## config.mk

```make
export PLATFORM = sky130hd
export DESIGN_NAME = volt_bcd_conv
export DESIGN_NICKNAME = d
export VERILOG_FILES = /design/src/rtl/volt_pkg.sv /design/src/rtl/volt_bcd_conv_bcd_add3.sv /design/src/rtl/volt_bcd_conv.sv
export SDC_FILE = /design/constraint.sdc
export NUM_CORES = 1
export LEC_CHECK = 0
export BUFFER_PORTS_ARGS = -buffer_cell sky130_fd_sc_hd__buf_2
export CORE_MARGIN = 1
export CORE_UTILIZATION = 50
export CTS_BUF_LIST = sky130_fd_sc_hd__clkbuf_2 sky130_fd_sc_hd__clkbuf_4 sky130_fd_sc_hd__clkbuf_8
export DETAILED_ROUTE_END_ITERATION = 10
export PLACE_DENSITY_LB_ADDON = 0.1
export SYNTH_ARGS = -nofsm -noshare
export SYNTH_HDL_FRONTEND = slang
export SYNTH_SLANG_ARGS = --single-unit
```

## constraint.sdc

```tcl
create_clock -name ad_clk -period 1.7 [get_ports ad_clk]
set_clock_uncertainty 0.05 [all_clocks]
set_input_delay 0.255 -clock ad_clk [delete_from_list [all_inputs] [get_ports ad_clk]]
set_output_delay 0.255 -clock ad_clk [all_outputs]
set_load 0.02 [all_outputs]
```

## src/rtl/volt_pkg.sv

```systemverilog
// Shared constants, FSM encoding and sample payload for the voltage-to-BCD display path.
package volt_pkg;

  localparam int unsigned BIN_W      = 20;
  localparam int unsigned SMP_W      = BIN_W + 1;
  localparam int unsigned DIGITS     = 6;
  localparam int unsigned BCD_W      = 24;
  localparam int unsigned INT_DIGITS = 7;
  localparam int unsigned INT_BCD_W  = 4 * INT_DIGITS;
  localparam int unsigned SREG_W     = INT_BCD_W + BIN_W;
  localparam int unsigned SHIFT_CNT  = 20;
  localparam int unsigned CNT_W      = 5;

  localparam logic [BCD_W-1:0] BCD_SAT = 24'h999999;

  typedef enum logic [1:0] {
    IDLE  = 2'd0,
    SHIFT = 2'd1,
    DONE  = 2'd2
  } conv_state_e;

  // Sign/magnitude sample handed to the conversion engine
  typedef struct packed {
    logic             sign;
    logic [BIN_W-1:0] mag;
  } sample_t;

endpackage

```

## src/rtl/volt_bcd_conv_bcd_add3.sv

```systemverilog
// Double-dabble nibble correction: digits of 5 or more get +3 before the next shift.
module bcd_add3
  import volt_pkg::*;
(
  input  logic [3:0] i_nib,
  output logic [3:0] o_nib_c
);

  assign o_nib_c = (i_nib >= 4'd5) ? (i_nib + 4'd3) : i_nib;

endmodule

```

## src/rtl/volt_bcd_conv.sv

```systemverilog
// Samples sign/magnitude voltage at the display refresh rate and converts it to 6 BCD digits.
// Build option VOLT_AVG_EN: sample is the period mean instead of the tick-cycle value.
module volt_bcd_conv
  import volt_pkg::*;
#(
  parameter int unsigned DIV_LOG2 = 10
)
(
  input  logic             ad_clk,
  input  logic             sys_rst_n,
  input  logic             sign,
  input  logic [BIN_W-1:0] data,
  output logic [BCD_W-1:0] bcd,
  output logic             sign_out,
  output logic             ovf,
  output logic             bcd_valid,
  output logic             busy
);

  logic [DIV_LOG2-1:0]  r_div;
  logic                 w_tick;
  sample_t              w_sample;

  conv_state_e          r_state;
  conv_state_e          w_state_nxt;
  logic                 w_capture_c;
  logic                 w_shift_c;
  logic                 w_done_c;

  logic [CNT_W-1:0]     r_cnt;
  logic [SREG_W-1:0]    r_shift;
  logic [INT_BCD_W-1:0] w_corr;
  logic                 r_sign;

  logic [BCD_W-1:0]     r_bcd;
  logic                 r_sign_out;
  logic                 r_ovf;
  logic                 r_valid;
  logic                 r_busy;

  // Free-running refresh divider
  always_ff @(posedge ad_clk or negedge sys_rst_n) begin
    if (!sys_rst_n) r_div <= '0;
    else            r_div <= r_div + DIV_LOG2'(1);
  end

  assign w_tick = &r_div;

`ifdef VOLT_AVG_EN
  localparam int unsigned ACC_W = SMP_W + DIV_LOG2;

  logic signed [SMP_W-1:0] w_cur;
  logic signed [ACC_W-1:0] w_sum;
  logic signed [ACC_W-1:0] r_acc;
  logic signed [SMP_W-1:0] w_mean;

  assign w_cur  = sign ? -$signed({1'b0, data}) : $signed({1'b0, data});
  assign w_sum  = r_acc + ACC_W'(w_cur);
  // Arithmetic shift gives the floor of the mean; the result always fits the sample width
  assign w_mean = SMP_W'(w_sum >>> DIV_LOG2);

  always_ff @(posedge ad_clk or negedge sys_rst_n) begin
    if (!sys_rst_n)  r_acc <= '0;
    else if (w_tick) r_acc <= '0;
    else             r_acc <= w_sum;
  end

  assign w_sample.sign = w_mean[SMP_W-1];
  assign w_sample.mag  = BIN_W'(w_mean[SMP_W-1] ? -w_mean : w_mean);
`else
  assign w_sample.sign = sign;
  assign w_sample.mag  = data;
`endif

  always_ff @(posedge ad_clk or negedge sys_rst_n) begin
    if (!sys_rst_n) r_state <= IDLE;
    else            r_state <= w_state_nxt;
  end

  always_comb begin
    w_state_nxt = r_state;
    w_capture_c = 1'b0;
    w_shift_c   = 1'b0;
    w_done_c    = 1'b0;
    case (r_state)
      IDLE: begin
        if (w_tick) begin
          w_capture_c = 1'b1;
          w_state_nxt = SHIFT;
        end
      end
      SHIFT: begin
        w_shift_c = 1'b1;
        if (r_cnt == CNT_W'(SHIFT_CNT - 1)) w_state_nxt = DONE;
      end
      DONE: begin
        w_done_c    = 1'b1;
        w_state_nxt = IDLE;
      end
      default: w_state_nxt = IDLE;
    endcase
  end

  // Seven digit correctors cover magnitudes up to 2**20-1 before saturation
  for (genvar gi = 0; gi < INT_DIGITS; gi++) begin : g_add3
    bcd_add3 u_add3 (
      .i_nib   (r_shift[BIN_W + 4*gi +: 4]),
      .o_nib_c (w_corr[4*gi +: 4])
    );
  end

  always_ff @(posedge ad_clk or negedge sys_rst_n) begin
    if (!sys_rst_n) begin
      r_shift <= '0;
      r_cnt   <= '0;
      r_sign  <= 1'b0;
    end else if (w_capture_c) begin
      r_shift <= {INT_BCD_W'(0), w_sample.mag};
      r_cnt   <= '0;
      r_sign  <= w_sample.sign & (|w_sample.mag);
    end else if (w_shift_c) begin
      r_shift <= {w_corr, r_shift[BIN_W-1:0]} << 1;
      r_cnt   <= r_cnt + CNT_W'(1);
    end
  end

  // Result registers; busy stays up through the DONE cycle
  always_ff @(posedge ad_clk or negedge sys_rst_n) begin
    if (!sys_rst_n) begin
      r_bcd      <= '0;
      r_sign_out <= 1'b0;
      r_ovf      <= 1'b0;
      r_valid    <= 1'b0;
      r_busy     <= 1'b0;
    end else begin
      r_valid <= w_done_c;
      r_busy  <= (w_state_nxt != IDLE) || (r_state == DONE);
      if (w_done_c) begin
        r_sign_out <= r_sign;
        if (r_shift[SREG_W-1 -: 4] != 4'd0) begin
          r_bcd <= BCD_SAT;
          r_ovf <= 1'b1;
        end else begin
          r_bcd <= r_shift[BIN_W +: BCD_W];
          r_ovf <= 1'b0;
        end
      end
    end
  end

  assign bcd       = r_bcd;
  assign sign_out  = r_sign_out;
  assign ovf       = r_ovf;
  assign bcd_valid = r_valid;
  assign busy      = r_busy;

endmodule

```

==> results of run 1 <==
-- worst max-delay path: stages, from the launching register on --
cell	delay [ns]
sky130_fd_sc_hd__dfrtp_1	0.38
sky130_fd_sc_hd__or3b_4	0.40
sky130_fd_sc_hd__nor4_4	0.24
sky130_fd_sc_hd__buf_6	0.18
sky130_fd_sc_hd__buf_12	0.18
sky130_fd_sc_hd__o22ai_1	0.10
-- cells by family after synthesis --
| family | Yosys count | share of synthesized area |
|---|---|---|
| flops | 94 | 0.5359 |
| compound gates | 102 | 0.1403 |
| fa+ha+maj | 17 | 0.04846 |
| buf+inv | 41 | 0.04703 |
| xor+xnor | 22 | 0.04390 |
| mux | 27 | 0.06271 |
| simple gates | 117 | 0.1217 |
-- worst paths after layout --
check | endpoint | cells past startpoint
worst min-delay path | r_shift[4] | 3
max in group asynchronous | r_shift[20] | 3
worst max register to register | r_shift[45] | 5
min in group asynchronous | bcd[8] | 2
worst max-delay path | r_shift[45] | 5
worst min register to register | r_div[0] | 1
-- power by group through the flow --
stage                     combinational, W  clock (W)  sequential, W
after floorplan                 0.00000272          0        0.00228
after global placement           0.0000933          0        0.00228
after detailed placement         0.0000936          0        0.00228
after CTS                        0.0000959    0.00168        0.00223
after global routing              0.000106    0.00177        0.00223
final                            0.0000915    0.00163        0.00223
-- flip-flops by register name (all words and copies together), names as in the netlist --
register	count
ovf	1
r_div	10
r_cnt	5
bcd_valid	1
r_shift	48
bcd	24
busy	1
sign_out	1
r_sign	1
r_state	2
-- through the flow --
stage	hold slack [ns]	cells	total power (W)	setup WS [ns]
floorplan	-0.09059	420	0.002282	0.1436
global route	0.06784	597	0.004113	-0.03333
detailed placement	0.08746	575	0.002372	0.03562
CTS	0.06102	592	0.004007	0.01063
global placement	0.08774	575	0.002371	0.08141
finish	0.07359	597	0.003956	0.02598
-- layout make-up --
cell class                 count  area [um^2]
clock buffer                  11        145.1
clock inverter                 5        82.58
fill                         711         3120
inverter                      18        67.56
multi-input combinational    285         1873
sequential                    94         2352
tap                          105        131.4
timing repair buffer          79        568.0
-- layer usage --
layer  track usage  up-vias  routed length (um)
li1              -     1591                   -
met1        0.2693     1574                4153
met2        0.3238       57                4235
met3       0.03555        9                 277
met4       0.07463        0                 121
met5             0        -                   0
-- synthesized netlist by cell type --
library cell                count  area (um^2)
sky130_fd_sc_hd__a31oi_1        1        6.260
sky130_fd_sc_hd__or3_1          1        6.260
sky130_fd_sc_hd__clkbuf_1       9        33.78
sky130_fd_sc_hd__nor2_1        20        75.07
sky130_fd_sc_hd__clkbuf_2       3        15.01
sky130_fd_sc_hd__buf_1          1        3.750
sky130_fd_sc_hd__buf_2          3        15.01
sky130_fd_sc_hd__o22ai_1       12        75.07
sky130_fd_sc_hd__o21a_1         1        7.510
sky130_fd_sc_hd__o21ai_0       42        210.2
sky130_fd_sc_hd__xnor2_1       13        113.9
sky130_fd_sc_hd__o211ai_1       1        7.510
sky130_fd_sc_hd__nor3_1         2        10.01
sky130_fd_sc_hd__and2_1         1        6.260
sky130_fd_sc_hd__o32ai_1        6        52.55
sky130_fd_sc_hd__mux2_2         4        45.04
sky130_fd_sc_hd__nor4_4         1        21.27
sky130_fd_sc_hd__nand2_1       59        221.5
sky130_fd_sc_hd__nand4_1        1        6.260
sky130_fd_sc_hd__xor2_1         9        78.83
sky130_fd_sc_hd__ha_1          17        212.7
sky130_fd_sc_hd__nor4_1         6        37.54
sky130_fd_sc_hd__o2bb2ai_1      3        26.28
sky130_fd_sc_hd__buf_6          5        56.30
sky130_fd_sc_hd__a22o_1         6        52.55
sky130_fd_sc_hd__nand2b_1       9        56.30
sky130_fd_sc_hd__a21oi_1       22        110.1
sky130_fd_sc_hd__nand3_1       14        70.07
sky130_fd_sc_hd__or2_2          1        6.260
sky130_fd_sc_hd__or3b_4         1        11.26
sky130_fd_sc_hd__o31ai_1        1        7.510
sky130_fd_sc_hd__inv_1         18        67.56
sky130_fd_sc_hd__nor2b_1        1        6.260
sky130_fd_sc_hd__mux2i_1       23        230.2
sky130_fd_sc_hd__buf_4          2        15.01
sky130_fd_sc_hd__o22a_1         6        52.55
sky130_fd_sc_hd__o21bai_1       1        7.510
sky130_fd_sc_hd__dfrtp_1       94         2352
-- repair_timing --
item / CTS / global route
setup endpoints to repair: 0 / 46
hold endpoints to repair: 67 / 0
gates resized for setup: 0 / 19
buffers inserted: 0 / 2
hold buffers: 1 / 0
==> flow_summary.yaml, run 1 <==
cells_and_area:
  layout-area-overhead-vs-synth_pct: 18.93
  most_frequent_cells_in_the_layout: "sky130_fd_sc_hd__dfrtp_1 (94), sky130_fd_sc_hd__nand2_1 (59), sky130_fd_sc_hd__buf_2 (49)"
  insertedDiodeCount: 0
  layout.cells.most_common: "sky130_fd_sc_hd__dfrtp_1"
  nNetsFinal: 527
  drive_above_1_share: 0.2256
  final_util: 0.6259
  stdcell_area_um2: 5220
worst_setup_path:
  startpoint: "r_state[1]"
  worstSetupStartpointType: "flip-flop"
  largest_fanout_of_any_net_on_the_critical_path: 29
  setup.reg_to_reg.worst_slack_ns: 0.03
  worstPathArrival_ns: 1.84
  setup.worst_path.end_class: "flip-flop"
  required_ns: 1.87
  worst-setup-path-type: "flip-flop to flip-flop"
  launch_point_of_the_worst_reg_to_reg_path: "r_state[1]"
timing:
  setup_total_negative_slack_ns: 0
  worst_slew_pin_slew_ns: 0.3741
  timing.final.setup_violations: 0
  timing.final.hold_violations: 0
  layout_min_cycle_time_ns: 1.674
  max_freq_mhz: 597.4
  grt_setup_unrepaired: "true"
  layout_worst_path_cycle_share: 0.9847
  max-slew-margin-rel: 0.7483
  final-max-slew-violation-count: 0
power_and_ir_drop:
  power_switching_w: 0.0008050
  power_frac_comb: 0.023
  seq_power_share: 0.565
  leakage_nw: 2.340
  clock_power_share: 0.412
  power_report.internal_total_w: 0.003151
  power_density_nw_per_um2: 757.9
  p_sw_frac: 0.2035
  power.ir.vdd_worst_uv: 491.8
drt:
  vias: 3231
  route.final.wire_length_um: 8788
  detailedRoute.firstPassIterationCount: 4
  routed_via_density: 5.412
  dr.first_iter.drc_count: 122
  drt-wirelength-per-cell_um: 14.72
  final_antenna_net_count: 0
  drc_errors: 0
global_route:
  grt_max_degree: 59
  grt_overflow_total: 0
  grt_pass1_wl_um: 13880
  first_global_vias: 3008
  antenna_violations_before_repair: 0
  groute.usage.overall: 0.2000
clock_network:
  cts_sinks: 94
  tritoncts.num_buffers: 9
  clock_tree.root_cell: "sky130_fd_sc_hd__clkbuf_8"
  worst_setup_hold_path_clk_slew_ns: 0.09
  cts_max_level: 3
  cts-root-to-sink-buffers: 2
  clk-insertion-delay-late_ns: 0.35
  tritoncts: "yes"
floorplanning:
  design.core.area_um2: 8341
  fp.dieH_um: 95.70
  chipWidth_um: 95.70
  die_area_um2: 9158
  placementRows: 33
  initial_core_utilization: 0.5263
  io_pins: 51
worst_hold_path:
  hold_path.startpoint: "data[4]"
  hp-class: "input port to flip-flop"
place:
  finalWeightedCongestion: 0.7966
  post_dp_cell_area_um2: 4877
  detailed_place_hpwl_um: 5947
  placement.io_buffers: 50
synthesis:
  synth.cell_area_um2: 4389
  ys_warn_count: 0
  synthesized_area_per_cell_um2: 10.45
  synth_cells: 420
  synth.ff_latch_count: 94
  synth_nets: 460
  synthDistinctLibCells: 38
  synth-seq-area-share: 0.5359
job:
  max_cap_viol_count: 0
outcome:
  outcome: "finished clean"
No activity file was read; power rests on OpenSTA's default activity.
==> inputs of run 2 (changes only) <==
--- a/config.mk
+++ b/config.mk
@@ -13,4 +13,5 @@
 export PLACE_DENSITY_LB_ADDON = 0.1
 export SYNTH_ARGS = -nofsm -noshare
 export SYNTH_HDL_FRONTEND = slang
+export SYNTH_HIERARCHICAL = 1
 export SYNTH_SLANG_ARGS = --single-unit
==> run 2 against run 1 <==
Net effect: via count up 5.7%; maximum frequency increased by 0.33%; critical path depth is 3 higher; clock-buffer cell count is 1 higher; first-iteration DRC count is 1.6% lower; design area up 0.70%; non-clock buffer count shrank 3.
==> flow_summary.yaml, run 2 <==
worst_setup_path:
  crit_cells: 8
  setup.reg_to_reg.worst_slack_ns: 0.03
  cpMaxStageDelayCell: "sky130_fd_sc_hd__dfrtp_1"
  cp_cell_sequence: "ha_2 > and3_4 > buf_4 > nand4_1 > buf_6 > buf_12 > nor2_1 > a31oi_1"
  worstPathArrival_ns: 1.89
  number_of_cell_instances_on_the_worst_register_to_register_path: 8
  cp_slowest_stage_delay_ns: 0.40
  worst-setup-path-type: "flip-flop to flip-flop"
  worstSetupStartpointType: "flip-flop"
  critPathTopFamily: "buffers and inverters"
  cp.buffers_inverters: 3
  required_ns: 1.92
  setup.worst_path.end_class: "flip-flop"
  largest_fanout_of_any_net_on_the_critical_path: 11
drt:
  dr.first_iter.drc_count: 120
  routed_via_density: 5.295
  wl_met3_um: 254
  wl_met2_um: 4383
  route.final.wire_length_um: 9084
  detailedRoute.firstPassIterationCount: 4
  route.layer.met1.wl_um: 4327
  final_antenna_net_count: 0
  drc_errors: 0
  vias: 3415
  drt-wirelength-per-cell_um: 14.08
  top_signal_layer_used: "met4"
worst_hold_path:
  hp-class: "input port to flip-flop"
  holdPathStages: 3
place:
  place_worst_setup_slack_ns: 0.02751
  finalWeightedCongestion: 0.7601
  placement.io_buffers: 50
  detailed_place_hpwl_um: 5984
  numPlacedInstances: 624
clock_network:
  cts_max_level: 3
  tritoncts.num_buffers: 9
  cts-root-to-sink-buffers: 2
  worst_setup_hold_path_clk_slew_ns: 0.09
  clock_tree.root_cell: "sky130_fd_sc_hd__clkbuf_8"
  tritoncts: "yes"
  clk-insertion-delay-late_ns: 0.35
  cts_sinks: 94
floorplanning:
  die_area_um2: 9313
  initial_core_utilization: 0.5146
  placementRows: 34
  io_pins: 51
  chipWidth_um: 96.51
  design.core.area_um2: 8678
  fp.dieH_um: 96.51
global_route:
  grt_overflow_total: 0
  grt_pass1_wl_um: 14840
  grt_max_degree: 45
  groute.usage.overall: 0.2088
  antenna_violations_before_repair: 0
  first_global_vias: 3248
timing:
  setup_total_negative_slack_ns: 0
  layout_min_cycle_time_ns: 1.669
  finalHoldWorstSlack_ns: 0.1117
  setup_slack_ns: 0.03141
  worst_slew_pin_slew_ns: 0.6027
  final-max-slew-violation-count: 0
  layout_worst_path_cycle_share: 0.9815
  timing.final.setup_violations: 0
  max_freq_mhz: 599.3
  timing.final.hold_violations: 0
  max-slew-margin-rel: 0.5978
power_and_ir_drop:
  fin_total_pwr_w: 0.003943
  leakage_nw: 2.649
  power_density_nw_per_um2: 750.2
  power.ir.vdd_worst_uv: 488.4
synthesis:
  ys_warn_count: 6
  synth_cells: 469
  synthesized_area_per_cell_um2: 9.521
  synth.cell_area_um2: 4466
  synth_nets: 508
cells_and_area:
  largest_reg_flops: 48
  most_frequent_cells_in_the_layout: "sky130_fd_sc_hd__nand2_1 (125), sky130_fd_sc_hd__dfrtp_1 (94), sky130_fd_sc_hd__buf_2 (49)"
  nNetsFinal: 571
  fin_cells: 645
  layout-area-overhead-vs-synth_pct: 17.71
  register_with_the_most_flip_flops: "r_shift"
  insertedDiodeCount: 0
  drive_above_1_share: 0.1993
  layout.cells.most_common: "sky130_fd_sc_hd__nand2_1"
  fill_cells: 784
outcome:
  outcome: "finished clean"
job:
  max_cap_viol_count: 0
[run 2: area by class of cell]
type                            count  area (um^2)  area share
Tap cell                          108        135.1     0.02571
Inverter                           18        67.56     0.01285
Clock inverter                      4        53.80     0.01024
Sequential cell                    94         2352      0.4475
Timing Repair Buffer               76        538.0      0.1024
Multi-Input combinational cell    333         1951      0.3711
Clock buffer                       12        158.9     0.03023
[run 2: stage by stage]
stage | util | instance area [um^2]
floorplan | - | 4467
finish | 0.6057 | 5256
CTS | 0.5941 | 5156
global route | 0.6057 | 5256
global placement | 0.5685 | 4933
detailed placement | 0.5685 | 4933
[run 2: repair_timing]
action	CTS	global route
endpoints found under the hold margin	26	0
hold buffers	1	0
setup buffers	0	2
gates resized for setup	0	9
setup endpoints to repair	0	64
[run 2: power by group]
group | leakage [nW] | switching (W) | internal, W
Combinational | 1.30 | 0.0000707 | 0.0000454
Clock | 0.103 | 0.000776 | 0.000783
Sequential | 1.24 | 0.0000121 | 0.00226
Total | 2.65 | 0.000858 | 0.00308
[run 2: path summary, 6_finish.rpt]
kind	start	endpoint
setup reg to reg	r_div[0]	r_shift[9]
max in group asynchronous	sys_rst_n	r_cnt[4]
min in group asynchronous	sys_rst_n	bcd[12]
hold / removal	data[0]	r_shift[0]
setup / recovery	r_div[0]	r_shift[9]
hold reg to reg	r_div[7]	r_div[7]
[run 2: worst register-to-register path: stages (launching register included)]
cell                      delay, ns
sky130_fd_sc_hd__dfrtp_1       0.40
sky130_fd_sc_hd__ha_2          0.20
sky130_fd_sc_hd__and3_4        0.18
sky130_fd_sc_hd__buf_4         0.14
sky130_fd_sc_hd__nand4_1       0.11
sky130_fd_sc_hd__buf_6         0.15
sky130_fd_sc_hd__buf_12        0.13
sky130_fd_sc_hd__nor2_1        0.06
sky130_fd_sc_hd__a31oi_1       0.16
[run 2: metal layers]
layer | up-vias | GRT usage
li1 | 1706 | -
met1 | 1637 | 0.2782
met2 | 63 | 0.3462
met3 | 9 | 0.03443
met4 | 0 | 0.06985
met5 | - | 0
